===== src/rtl/disp_scratchpad_bundle_fetcher_pkg.sv =====
// Shared dispatch scratchpad definitions: register file geometry and the
// bundle fetcher FSM state encoding.
package disp_scratchpad_bundle_fetcher_pkg;

    localparam int unsigned SP_INDEX_W       = 5;
    localparam int unsigned SP_NUM_REGISTERS = 32;
    localparam int unsigned SP_QUEUE_DEPTH   = 32;

    typedef enum logic [2:0] {
        FETCH_IDLE   = 3'd0,
        FETCH_READ   = 3'd1,
        FETCH_OUT    = 3'd2,
        FETCH_STATUS = 3'd3,
        FETCH_POP    = 3'd4
    } fetch_state_e;

endpackage


===== src/rtl/disp_scratchpad_bundle_fetcher.sv =====
// Pop-side consumer of the dispatch scratchpad queue. Reads NUM_WORDS
// consecutive registers of the head bundle, hands them downstream as one wide
// word, optionally writes a status word back, then pops the bundle.
module disp_scratchpad_bundle_fetcher
    import disp_scratchpad_bundle_fetcher_pkg::*;
#(
    parameter int unsigned NUM_WORDS    = 8,
    parameter int unsigned FIRST_INDEX  = 0,
    parameter bit          STATUS_EN    = 1'b1,
    parameter int unsigned STATUS_INDEX = 31
) (
    input  logic                    iClock,
    input  logic                    iReset,
    input  logic                    iSPPopBundleValid,
    output logic                    oSPPopBundleReady,
    output logic [31:0]             oSPReadAddress,
    input  logic [31:0]             iSPReadData,
    output logic                    oSPReadValid,
    input  logic                    iSPReadAck,
    output logic [31:0]             oSPWriteAddress,
    output logic [31:0]             oSPWriteData,
    output logic                    oSPWriteValid,
    input  logic                    iSPWriteAck,
    output logic [32*NUM_WORDS-1:0] oBundleData,
    output logic                    oBundleValid,
    input  logic                    iBundleReady,
    input  logic [31:0]             iBundleStatus,
    output logic                    oBusy,
    output logic [31:0]             oBundleCount
);

    if (NUM_WORDS < 1 || FIRST_INDEX + NUM_WORDS > SP_NUM_REGISTERS ||
        STATUS_INDEX >= SP_NUM_REGISTERS) begin : gBadParams
        $error("disp_scratchpad_bundle_fetcher: register window out of range");
    end

    localparam logic [SP_INDEX_W-1:0] LastIdx   = SP_INDEX_W'(NUM_WORDS - 1);
    localparam logic [SP_INDEX_W-1:0] FirstIdx  = SP_INDEX_W'(FIRST_INDEX);
    localparam logic [SP_INDEX_W-1:0] StatusIdx = SP_INDEX_W'(STATUS_INDEX);

    fetch_state_e                   state, stateNext;
    logic [SP_INDEX_W-1:0]          wordIdx;
    logic                           readGap;     // one dead cycle after each read ack
    logic [NUM_WORDS-1:0][31:0]     words;
    logic [31:0]                    statusReg;
    logic [31:0]                    bundleCount;
    logic                           readFire;

    // A read completes only while the request is actually raised; acks during
    // the gap cycle or in any other state are ignored.
    assign readFire = (state == FETCH_READ) && !readGap && iSPReadAck;

    // State register.
    always_ff @(posedge iClock) begin
        if (iReset) state <= FETCH_IDLE;
        else        state <= stateNext;
    end

    // Next-state decode and state-driven outputs.
    always_comb begin
        stateNext         = state;
        oSPReadValid      = 1'b0;
        oSPReadAddress    = '0;
        oSPWriteValid     = 1'b0;
        oSPWriteAddress   = '0;
        oSPWriteData      = '0;
        oBundleValid      = 1'b0;
        oSPPopBundleReady = 1'b0;
        unique case (state)
            FETCH_IDLE: begin
                if (iSPPopBundleValid) stateNext = FETCH_READ;
            end
            FETCH_READ: begin
                oSPReadValid   = !readGap;
                oSPReadAddress = 32'(FirstIdx + wordIdx);
                if (readFire && wordIdx == LastIdx) stateNext = FETCH_OUT;
            end
            FETCH_OUT: begin
                oBundleValid = 1'b1;
                if (iBundleReady) stateNext = STATUS_EN ? FETCH_STATUS : FETCH_POP;
            end
            FETCH_STATUS: begin
                oSPWriteValid   = 1'b1;
                oSPWriteAddress = 32'(StatusIdx);
                oSPWriteData    = statusReg;
                if (iSPWriteAck) stateNext = FETCH_POP;
            end
            FETCH_POP: begin
                oSPPopBundleReady = 1'b1;
                stateNext         = FETCH_IDLE;
            end
            default: stateNext = FETCH_IDLE;
        endcase
    end

    // Word capture, read pacing, status latch and pop counter.
    always_ff @(posedge iClock) begin
        if (iReset) begin
            wordIdx     <= '0;
            readGap     <= 1'b0;
            words       <= '0;
            statusReg   <= '0;
            bundleCount <= '0;
        end else begin
            readGap <= 1'b0;
            if (state == FETCH_IDLE) wordIdx <= '0;
            if (readFire) begin
                for (int w = 0; w < NUM_WORDS; w++) begin
                    if (wordIdx == SP_INDEX_W'(w)) words[w] <= iSPReadData;
                end
                readGap <= 1'b1;
                wordIdx <= (wordIdx == LastIdx) ? '0 : wordIdx + SP_INDEX_W'(1);
            end
            if (state == FETCH_OUT && iBundleReady) statusReg <= iBundleStatus;
            if (state == FETCH_POP) bundleCount <= bundleCount + 32'd1;
        end
    end

    assign oBundleData  = words;
    assign oBusy        = (state != FETCH_IDLE);
    assign oBundleCount = bundleCount;

endmodule


===== config.mk =====
export PLATFORM = sky130hd
export DESIGN_NAME = disp_scratchpad_bundle_fetcher
export DESIGN_NICKNAME = d
export VERILOG_FILES = /design/src/rtl/disp_scratchpad_bundle_fetcher_pkg.sv /design/src/rtl/disp_scratchpad_bundle_fetcher.sv
export SDC_FILE = /design/constraint.sdc
export NUM_CORES = 1
export LEC_CHECK = 0
export CAP_MARGIN = 20
export CORE_MARGIN = 5
export CORE_UTILIZATION = 30
export CTS_CLUSTER_DIAMETER = 40
export DETAILED_ROUTE_END_ITERATION = 6
export SYNTH_ARGS = -nofsm -noshare
export SYNTH_HDL_FRONTEND = slang
export SYNTH_SLANG_ARGS = --single-unit

===== constraint.sdc =====
create_clock -name iClock -period 5.16 [get_ports iClock]
set_input_delay 0.774 -clock iClock [delete_from_list [all_inputs] [get_ports iClock]]
set_output_delay 0.774 -clock iClock [all_outputs]
set_load 0.01 [all_outputs]

# Yosys cells after proc, flatten, opt, wreduce, memory -nomap -nowiden
# Index checks and enable logic that the tools add are counted.
[classes]
n_addsub = 2
n_eq_ne = 15
muxes = 16
n_reduce_logical = 18
[op_table]
columns = ["op", "n"]
rows = [
  ["32-bit by 1-bit adder with 32-bit output, second input constant", 1],
  ["32-bit 2-to-1 mux", 1],
  ["5-bit 2-to-1 mux", 5],
  ["5-bit by 3-bit == test with 1-bit output, second input constant", 4],
  ["2-bit AND reduction", 8],
  ["3-bit 2-to-1 mux", 4],
  ["3-bit one-hot mux with 4 select lines", 1],
  ["5-bit by 2-bit == test with 1-bit output, second input constant", 2],
  ["3-bit by 2-bit == test with 1-bit output, second input constant", 2],
  ["2-bit != test, second input constant", 3],
  ["5-bit by 1-bit adder with 5-bit output, second input constant", 1],
  ["5-bit by 1-bit == test with 1-bit output, second input constant", 1],
  ["5-bit logical NOT", 1],
  ["1-bit 2-to-1 mux", 5],
  ["1-bit logical AND", 4],
  ["4-bit AND reduction", 1],
  ["3-bit by 1-bit == test with 1-bit output, second input constant", 1],
  ["3-bit == test, second input constant", 1],
  ["3-bit logical NOT", 1],
  ["3-bit nonzero test", 1],
  ["2-bit by 1-bit != test with 1-bit output, second input constant", 1],
  ["2-bit nonzero test", 1],
  ["1-bit logical NOT", 1],
]
[totals]
regBits = 329
in_bits = 70
out_inout_bits = 389
wordCells = 64

# Depth between registers and ports, before layout
# Gate-level depths: netlist (run 1).
[logic_depth]
word_depth = 6
mapped_depth = 8
mapped_depth_nobuf = 6

# Worst setup path before layout (run 1)
# OpenSTA, ideal clock, no wires.
[synth_timing]
path_kind = "register to output"
startpoint = "reg state[1]"
endpoint = "out oSPWriteData[22]"
arrival_time_ns = 1.427
required_ns = 4.386
setup_slack_ns = 2.959
stages_incl_launch_ff = 5
path_buffers = 2
path_cell_list = "dfxtp_1 -> clkbuf_1 -> and3b_1 -> clkbuf_1 -> and2_1"
[synth_between]
elab_chain_len = 2
[synth_rtl]
columns = ["element", "line", "rtl"]
rows = [
  ["start, declared", "disp_scratchpad_bundle_fetcher.sv:41", "fetch_state_e state, stateNext;"],
  ["start signal, assigned", "disp_scratchpad_bundle_fetcher.sv:56", "else state <= stateNext;"],
  ["3-bit by 2-bit == test with 1-bit output", "disp_scratchpad_bundle_fetcher.sv:69", "unique case (state)"],
  ["32-bit 2-to-1 mux", "disp_scratchpad_bundle_fetcher.sv:69", ""],
  ["end, declared", "disp_scratchpad_bundle_fetcher.sv:21", "output logic [31:0] oSPWriteData,"],
]
# Every way passes these cells.

# Worst setup path in the final report (run 1)
[layout_timing]
startpoint = "reg state[0]"
endpoint = "out oSPReadAddress[4]"
[layout_between]
elab_chain_len = 2
[layout_rtl]
columns = ["element", "line", "rtl"]
rows = [
  ["3-bit by 1-bit == test with 1-bit output", "disp_scratchpad_bundle_fetcher.sv:69", ""],
  ["5-bit 2-to-1 mux", "disp_scratchpad_bundle_fetcher.sv:69", ""],
  ["end, declared", "disp_scratchpad_bundle_fetcher.sv:16", "output logic [31:0] oSPReadAddress,"],
]
# Every way passes these cells.

==> results of run 1 <==
==> worst paths after layout <==
| path | start | end | slack (ns) | cells after the start |
|---|---|---|---|---|
| worst max-delay path | state[0] | oSPReadAddress[4] | 1.75 | 3 |
| worst min-delay path | statusReg[25] | statusReg[25] | 0.45 | 2 |
| worst max register to register | state[0] | oBundleData[133] | 2.42 | 5 |
| worst min register to register | statusReg[25] | statusReg[25] | 0.45 | 2 |
==> metal layers <==
metal  vias up  GRT usage
met1      5301      0.214
met3        63     0.0675
met5         -          0
li1       5429          -
met4         2     0.0503
met2       386      0.294
==> metrics by stage <==
| step | power, uW | setup WS (ns) | utilization |
|---|---|---|---|
| floorplan | 2780 | 2.96 | - |
| global placement | 2870 | 1.71 | 0.402 |
| detailed placement | 2870 | 1.63 | 0.402 |
| CTS | 6740 | 1.48 | 0.449 |
| global route | 6890 | 1.57 | 0.450 |
| finish | 6650 | 1.75 | 0.450 |
==> state kept, by name, indices dropped and copies added (netlist names) <==
signal,cells
oBundleData,256
statusReg,32
readGap,1
oBundleCount,32
wordIdx,5
state,3
==> final cells by class <==
type | instances | share of cell area
multi-input combinational | 995 | 0.290
timing repair buffer | 419 | 0.222
inverter | 8 | 0.00158
clock inverter | 39 | 0.0237
sequential | 329 | 0.347
tap | 539 | 0.0356
clock buffer | 66 | 0.0802
==> worst reg2reg max path, cell delays in order, from the launching register on <==
cell     delay, ns
dfxtp_1       0.49
nor3b_2       0.72
nand4_1       0.74
buf_4         0.48
nand2_1       0.13
a21oi_1       0.06
==> kinds of logic after synthesis <==
group                    Yosys count
other                              1
flip-flops                       329
adder cells (fa/ha/maj)            5
XOR/XNOR                           8
AO/OA/AOI/OAI                    175
multiplexers                     167
AND/OR/NAND/NOR                  586
buffers and inverters            194
==> layout by cell type, fill, tap and decap left out, types with 4 or more instances in the layout <==
cell type	instances
clkdlybuf4s50_1	403
dfxtp_1	329
nand2_1	275
nor2_1	182
mux2i_1	161
a21oi_1	150
clkbuf_16	60
conb_1	54
and2_1	38
nand4_1	16
nand3_1	14
nor2b_1	11
o21ai_0	11
buf_4	11
or4_1	10
or3_1	10
clkinv_2	9
inv_1	8
o31ai_1	8
inv_6	7
mux2_2	6
clkinv_4	6
bufinv_16	6
nor4_1	5
xor2_1	5
ha_1	5
clkinvlp_4	5
inv_8	5
nor3_1	4
clkbuf_1	4
clkbuf_8	4
==> where the power goes <==
part           switching (uW)  internal, uW
combinational             155          98.1
clock                    1390          2440
sequential               8.86          2560
total                    1550          5100
==> metrics.cfg, run 1 <==
[global_routing]
grt_max_degree=121
grt_pass1_wl_um=66000
grt_usage=0.177
gr-total-overflow=0
antenna_found_initial=1
grt_pass1_vias=10792

[setup_path]
crit_path_cell_trace=nor3b_2, and2_1, clkdlybuf4s50_1
crit_arrival_ns=2.64
crit_fanout=16
worst_setup_path_start_kind=flop
critPathMaxStageDelay_ns=0.72
setup.worst_path.class=reg -> out
cp-end-kind=primary output
crit_buf_inv=1
cp.required_ns=4.39
path_delay_family=simple AND/OR/NAND/NOR gates
slowest_stage=nor3b_2

[finish]
area_growth_syn_to_layout_pct=47.5
stdcell_area_um2=19000
seq_area_um2=6590
layout.nets=1884
antenna_cells=0
fin_cells=2395
layout-drive-gt1-share=0.0700
multi_input_area_um2=5500
n_fill_cell=4045

[timing]
hold_ws_ns=0.449
finalSetupViolations=0
hold_viol_final=0
fmax_ghz=0.293
final.period_utilization=0.661
final.min_clock_period_ns=3.41
tightest_slew_ns=1.02
clock_skew_ns=0.0268
slew_headroom=0.320
rsz0062_at_grt=no
fin_tns_setup_ns=0
finalMaxSlewViolations=0

[die]
die_w_um=217
core_area_um2=42100
chipHeight_um=217
dieArea_um2=47100
io_pins=459
start_util=0.305
std_cell_rows=75

[route]
m1WireLength_um=18300
routed_wl_um=43800
firstDrtPassIters=4
drc=0
antenna_left=0
highest_layer=met5
wl_met3_um=4020
first_iter_violations=604
vias=11181
routedWlPerCell_um=18.3
met2WireLength_um=20600
vias_per_cell=4.67

[clock_network]
numCtsBuffers=56
cts_resized=0
cts_hold_buf=0
root_buffer=clkbuf_16
clock-sinks=329
cts_tree=done
htree_levels=2
clockBufferDepth=3
post_cts_buffers=0
clk_latency_ns=0.59
clkSlewWorstSetupHoldPaths_ns=0.05

[synth]
yosys_warnings=0
syn_avg_cell_area_um2=8.78
synth.top_cell.area_share=0.512
yosysMostFrequentCell=dfxtp_1
synth-seq-area-share=0.512
synth-edff-count=0
syn_inst=1465
synth_top_family_by_area=simple AND/OR/NAND/NOR gates
synth-simple-area-share=0.199
synthFlopType=dfxtp_1
synth_fa_ha_area_frac=0.00487
ys_ff_latch=329
syn_area_um2=12900
yosysUniqueCellTypes=42
yosys.area.top_type=dfxtp_1
netlist_top_cells_area=dfxtp_1, mux2i_1, nand2_1, a21oi_1, nor2_1
synth_xor_area_frac=0.00545
synth_compound_area_frac=0.0710
muxShareOfSynthArea=0.131
async_flop_share=0
netlist_top_cells_count=dfxtp_1, nand2_1, nor2_1

[placement]
dpl_cell_area_um2=16900
dp_hpwl_um=29600
gp_congestion=0.774
io_buffer_count=404
dp_cells=2287

[status]
outcome=finished clean

[hold_path]
hold_class=reg -> reg

[job]
cap_violations=0

[power]
p_leak_uw=0.00781
ir_worst_vdd_mv=0.251
p_per_area_nw_per_um2=351

Power figures use the tool's default switching activity.
==> inputs of run 2 (changes only) <==
- clock period: 5.16 -> 3.3 ns (I/O delays scaled with it)
==> metrics.cfg, run 2 (synthesis results as in run 1) <==
[status]
outcome=finished clean

[power]
share_seq_of_total_power=0.390  ; +0.004
clkPwrFrac=0.571  ; -0.005
ir_worst_vdd_mv=0.430  ; +71%
p_int_uw=7910  ; +55%
power_uw=10300  ; +55%
p_leak_uw=0.00779  ; -0.24%
pwr-share-comb=0.039  ; about the same
switching_share=0.230  ; -0.00262
switchingPower_uw=2370  ; +53%
p_per_area_nw_per_um2=541  ; +54%

[route]
antenna_left=0  ; unchanged
routed_wl_um=44000  ; +0.41%
first_iter_violations=618  ; +2.3%
vias_per_cell=4.64  ; -0.59%
firstDrtPassIters=5  ; +1
routedWlPerCell_um=18.3  ; +0.33%
drc=0  ; unchanged
vias=11124  ; -0.51%

[setup_path]
slowest_stage=clkdlybuf4s50_1
critPathMaxStageDelay_ns=0.60  ; -0.12 ns
setup.worst_path.class=reg -> out
worst_setup_path_start_kind=flop
path_delay_family=simple AND/OR/NAND/NOR gates
crit_arrival_ns=2.48  ; -0.16 ns
crit_path_cell_trace=or3b_2, nor2_1, clkdlybuf4s50_1
crit_fanout=11  ; -5
cp-end-kind=primary output
cp.required_ns=2.80  ; -1.59 ns
crit_buf_inv=1  ; unchanged

[clock_network]
cts_tree=done
htree_levels=2  ; unchanged
post_cts_buffers=0  ; unchanged
clock-sinks=329  ; unchanged
root_buffer=clkbuf_16
numCtsBuffers=53  ; -5.4%
clockBufferDepth=3  ; unchanged
cts_hold_buf=0  ; unchanged
clk_latency_ns=0.58  ; about the same
cts_resized=0  ; unchanged
clkSlewWorstSetupHoldPaths_ns=0.06  ; about the same

[timing]
final.period_utilization=0.900
fmax_ghz=0.337
finalMaxSlewViolations=0  ; unchanged
tightest_slew_ns=0.748  ; -0.269 ns
hold_viol_final=0  ; unchanged
rsz0062_at_grt=no
final.min_clock_period_ns=2.97
hold_ws_ns=0.395  ; -0.0535 ns
finalSetupViolations=0  ; unchanged
fin_tns_setup_ns=0  ; unchanged
fin_ws_ns=0.329  ; -1.42 ns
clock_skew_ns=0.0273  ; +0.000437 ns
slew_headroom=0.500  ; +0.180

[hold_path]
hold_class=in -> reg

[finish]
layout.nets=1889  ; +0.27%
area_growth_syn_to_layout_pct=47.6  ; about the same
antenna_cells=0  ; unchanged
largest_reg_flops=256  ; unchanged
layout_commonest_cell=clkdlybuf4s50_1
n_fill_cell=4077  ; +0.79%
final_cell_mix=clkdlybuf4s50_1, dfxtp_1, nand2_1, nor2_1, mux2i_1
layout-drive-gt1-share=0.0727  ; +0.00262

[global_routing]
grt_pass1_vias=10944  ; +1.4%
grt_usage=0.178  ; +0.00107
grt_max_degree=107  ; -12%
gr-total-overflow=0  ; unchanged
grt_pass1_wl_um=66500  ; +0.81%
antenna_found_initial=1  ; unchanged

[die]
chipHeight_um=217  ; unchanged
std_cell_rows=75  ; unchanged
die_w_um=217  ; unchanged
start_util=0.305  ; unchanged
core_area_um2=42100  ; unchanged
io_pins=459  ; unchanged
dieArea_um2=47100  ; unchanged

[job]
cap_violations=0  ; unchanged

[placement]
dp_hpwl_um=30000  ; +1.3%
post-place-ws_ns=0.565  ; -1.06 ns
gp_congestion=0.777  ; +0.41%
io_buffer_count=404  ; unchanged

==> run 2: cell types whose count changed in the layout (fill, tap and decap cells not counted), moves of 3 or more <==
cell        before  now
buf_4           11   18
clkinv_2         9    4
buf_12           1    4
clkbuf_16       60   53
clkbuf_1         4    1
clkinv_4         6    3
clkinvlp_4       5   13
==> run 2: worst paths after layout <==
check / from / endpoint / slack, ns / depth (start not counted)
worst min-delay path: iReset / oBundleData[34] / 0.40 / 2
worst max-delay path: state[0] / oSPReadValid / 0.33 / 3
worst min register to register: statusReg[12] / statusReg[12] / 0.45 / 2
worst max register to register: oBundleCount[9] / oBundleCount[31] / 0.88 / 4
==> run 2: cell type report <==
type,count,area (um^2),share of cell area
sequential,329,6590,0.347
timing repair buffer,427,4290,0.226
clock buffer,60,1410,0.0744
multi-input combinational,995,5500,0.290
inverter,8,30.0,0.00158
tap,539,674,0.0355
clock inverter,39,490,0.0258
==> run 2: through the flow <==
step	util	instance area, um^2	instances
CTS	0.450	19000	2396
global route	0.450	19000	2397
detailed placement	0.405	17100	2297
floorplan	-	13100	1518
global placement	0.405	17100	2297
finish	0.450	19000	2397
==> run 2: power groups by stage <==
stage | Sequential (uW) | Combinational [uW] | Clock (uW)
4_1_cts | 4010 | 403 | 6010
6_report | 4010 | 399 | 5860
3_5_place_dp | 4090 | 401 | 0
5_1_grt | 4010 | 431 | 6220
3_3_place_gp | 4090 | 401 | 0
2_1_floorplan | 4100 | 242 | 0
==> run 2: routing by layer <==
metal | wire (um) | track usage | vias to the layer above
li1 | - | - | 5431
met2 | 20100 | 0.286 | 389
met4 | 1060 | 0.0581 | 2
met5 | 8 | 0 | -
met3 | 4430 | 0.0713 | 69
met1 | 18400 | 0.218 | 5233
==> run 2: worst reg2reg max path, cell delays in order, from the launching register on <==
cell and delay, ns:
dfxtp_1 0.45, nand4_1 0.21, or4_1 0.86, nor4_1 0.43, mux2_2 0.37
==> inputs of run 3 (changes only) <==
- ABC_CLOCK_PERIOD_IN_PS: unset -> 3300
- GPL_TIMING_DRIVEN: unset -> 0
==> metrics.cfg, run 3 (synthesis results as in run 1) <==
[setup_path]
path_depth=4  ; +1
crit_buf_inv=2  ; +1
r2r-end=oBundleData[61]
path_delay_family=buffers and inverters
setup.worst_path.class=reg -> out
r2r_slack_ns=0.72  ; -0.16 ns
crit_path_cell_trace=or3b_2, clkbuf_1, nor2_1, clkdlybuf4s50_1
cp-end-kind=primary output
slowest_stage=clkdlybuf4s50_1
critPathMaxStageDelay_ns=0.61  ; about the same
rr_worst_depth=6  ; +2
startpoint=state[0]
worst_setup_path_start_kind=flop
crit_arrival_ns=2.58  ; +0.10 ns
crit_end=oSPReadValid
crit_fanout=11  ; unchanged
cp.required_ns=2.80  ; about the same
regToRegStartpoint=state[0]

[route]
vias_per_cell=4.58  ; -1.4%
antenna_left=0  ; unchanged
routed_wl_um=47900  ; +9.0%
firstDrtPassIters=5  ; unchanged
m1WireLength_um=19800  ; +7.8%
highest_layer=met5
first_iter_violations=607  ; -1.8%
drc=0  ; unchanged
met2WireLength_um=22600  ; +13%
wl_met3_um=4250  ; -4.1%
vias=11575  ; +4.1%
routedWlPerCell_um=18.9  ; +3.2%

[finish]
final_cell_mix=clkdlybuf4s50_1, dfxtp_1, nand2_1, nor2_1, mux2i_1
layout.nets=2020  ; +6.9%
n_fill_cell=4078  ; +0.025%
area_growth_syn_to_layout_pct=50.3
largest_reg_flops=256  ; unchanged
stdcell_area_um2=19300  ; +1.8%
layout_commonest_cell=clkdlybuf4s50_1
layout-drive-gt1-share=0.0924  ; +0.0198
antenna_cells=0  ; unchanged
fin_cells=2530  ; +5.5%

[die]
std_cell_rows=75  ; unchanged
start_util=0.305  ; unchanged
chipHeight_um=217  ; unchanged
dieArea_um2=47100  ; unchanged
io_pins=459  ; unchanged
die_w_um=217  ; unchanged
core_area_um2=42100  ; unchanged

[global_routing]
gr-total-overflow=0  ; unchanged
grt_pass1_wl_um=70900  ; +6.6%
grt_max_degree=16  ; -85%
grt_usage=0.193  ; +0.0156
antenna_found_initial=1  ; unchanged
grt_pass1_vias=11399  ; +4.2%

[timing]
slew_headroom=0.390  ; -0.110
clock_skew_ns=0.0238  ; -0.00350 ns
finalSetupViolations=0  ; unchanged
final.period_utilization=0.933  ; +0.0329
fmax_ghz=0.325  ; -3.5%
tightest_slew_ns=0.915  ; +0.167 ns
final.min_clock_period_ns=3.08  ; +0.109 ns
hold_viol_final=0  ; unchanged
rsz0062_at_grt=no
fin_tns_setup_ns=0  ; unchanged
finalMaxSlewViolations=0  ; unchanged

[status]
outcome=finished clean

[hold_path]
hold_class=in -> reg
min_from=iSPReadData[23]

[power]
p_leak_uw=0.00804  ; +3.2%
power_uw=10200  ; -0.22%
p_per_area_nw_per_um2=530  ; -2.0%
ir_worst_vdd_mv=0.560  ; +30%

[placement]
dp_cells=2428  ; +5.7%
dpl_cell_area_um2=17400  ; +2.3%
io_buffer_count=371  ; -8.2%
dp_hpwl_um=35600  ; +19%
gp_congestion=0.809  ; +4.1%

[job]
cap_violations=0  ; unchanged

[clock_network]
cts_hold_buf=0  ; unchanged
clk_latency_ns=0.59  ; about the same
clockBufferDepth=3  ; unchanged
root_buffer=clkbuf_16
htree_levels=2  ; unchanged
numCtsBuffers=55  ; +3.8%
clkSlewWorstSetupHoldPaths_ns=0.06  ; about the same
clock-sinks=329  ; unchanged
cts_tree=done

==> run 3: how the worst min path moves through the flow <==
stage	end	cells after the start
3_5_place_dp	statusReg[31]	2
3_3_place_gp	statusReg[3]	2
5_1_grt	oBundleData[213]	3
6_report	oBundleData[151]	3
4_1_cts	oBundleData[151]	3
2_1_floorplan	statusReg[0]	2
==> run 3: repair_timing <==
action | 4_1_cts | 5_1_grt
pin swaps | 0 | 0
setup buffers | 0 | 0
endpoints found under the hold margin | 0 | 0
resized for setup | 2 | 3
setup endpoints to repair | 15 | 4
gates cloned | 0 | 0
==> run 3: routing by layer <==
layer / vias up / global-route usage
met2: 413 / 0.325
met4: 2 / 0.0588
met1: 5400 / 0.233
met5: - / 0
met3: 76 / 0.0698
li1: 5684 / -
==> run 3: where the power goes <==
group | internal [uW] | switching [uW] | leakage [uW] | total [uW]
Sequential | 4000 | 13.7 | 0.00265 | 4010
Clock | 3670 | 2120 | 0.000898 | 5790
Combinational | 175 | 276 | 0.00449 | 451
==> run 3: layout make-up <==
| type | count | area [um^2] | area share |
|---|---|---|---|
| timing repair buffer | 371 | 3710 | 0.192 |
| clock inverter | 34 | 403 | 0.0208 |
| buffer | 185 | 948 | 0.0491 |
| inverter | 8 | 30.0 | 0.00155 |
| tap | 539 | 674 | 0.0349 |
| sequential | 329 | 6590 | 0.341 |
| multi-input combinational | 995 | 5500 | 0.285 |
| clock buffer | 69 | 1470 | 0.0760 |
==> run 3: worst min-delay path, stage by stage <==
cell and delay [ns]:
clkbuf_1 0.20, nand2_1 0.11, a21oi_1 0.06
==> run 3: through the flow <==
step	utilization	hold slack, ns	worst slack [ns]
2_1_floorplan	-	0.432	1.19
3_3_place_gp	0.414	0.438	0.245
3_5_place_dp	0.414	0.444	0.182
4_1_cts	0.459	0.283	0.0351
5_1_grt	0.459	0.324	0.0995
6_report	0.459	0.318	0.220
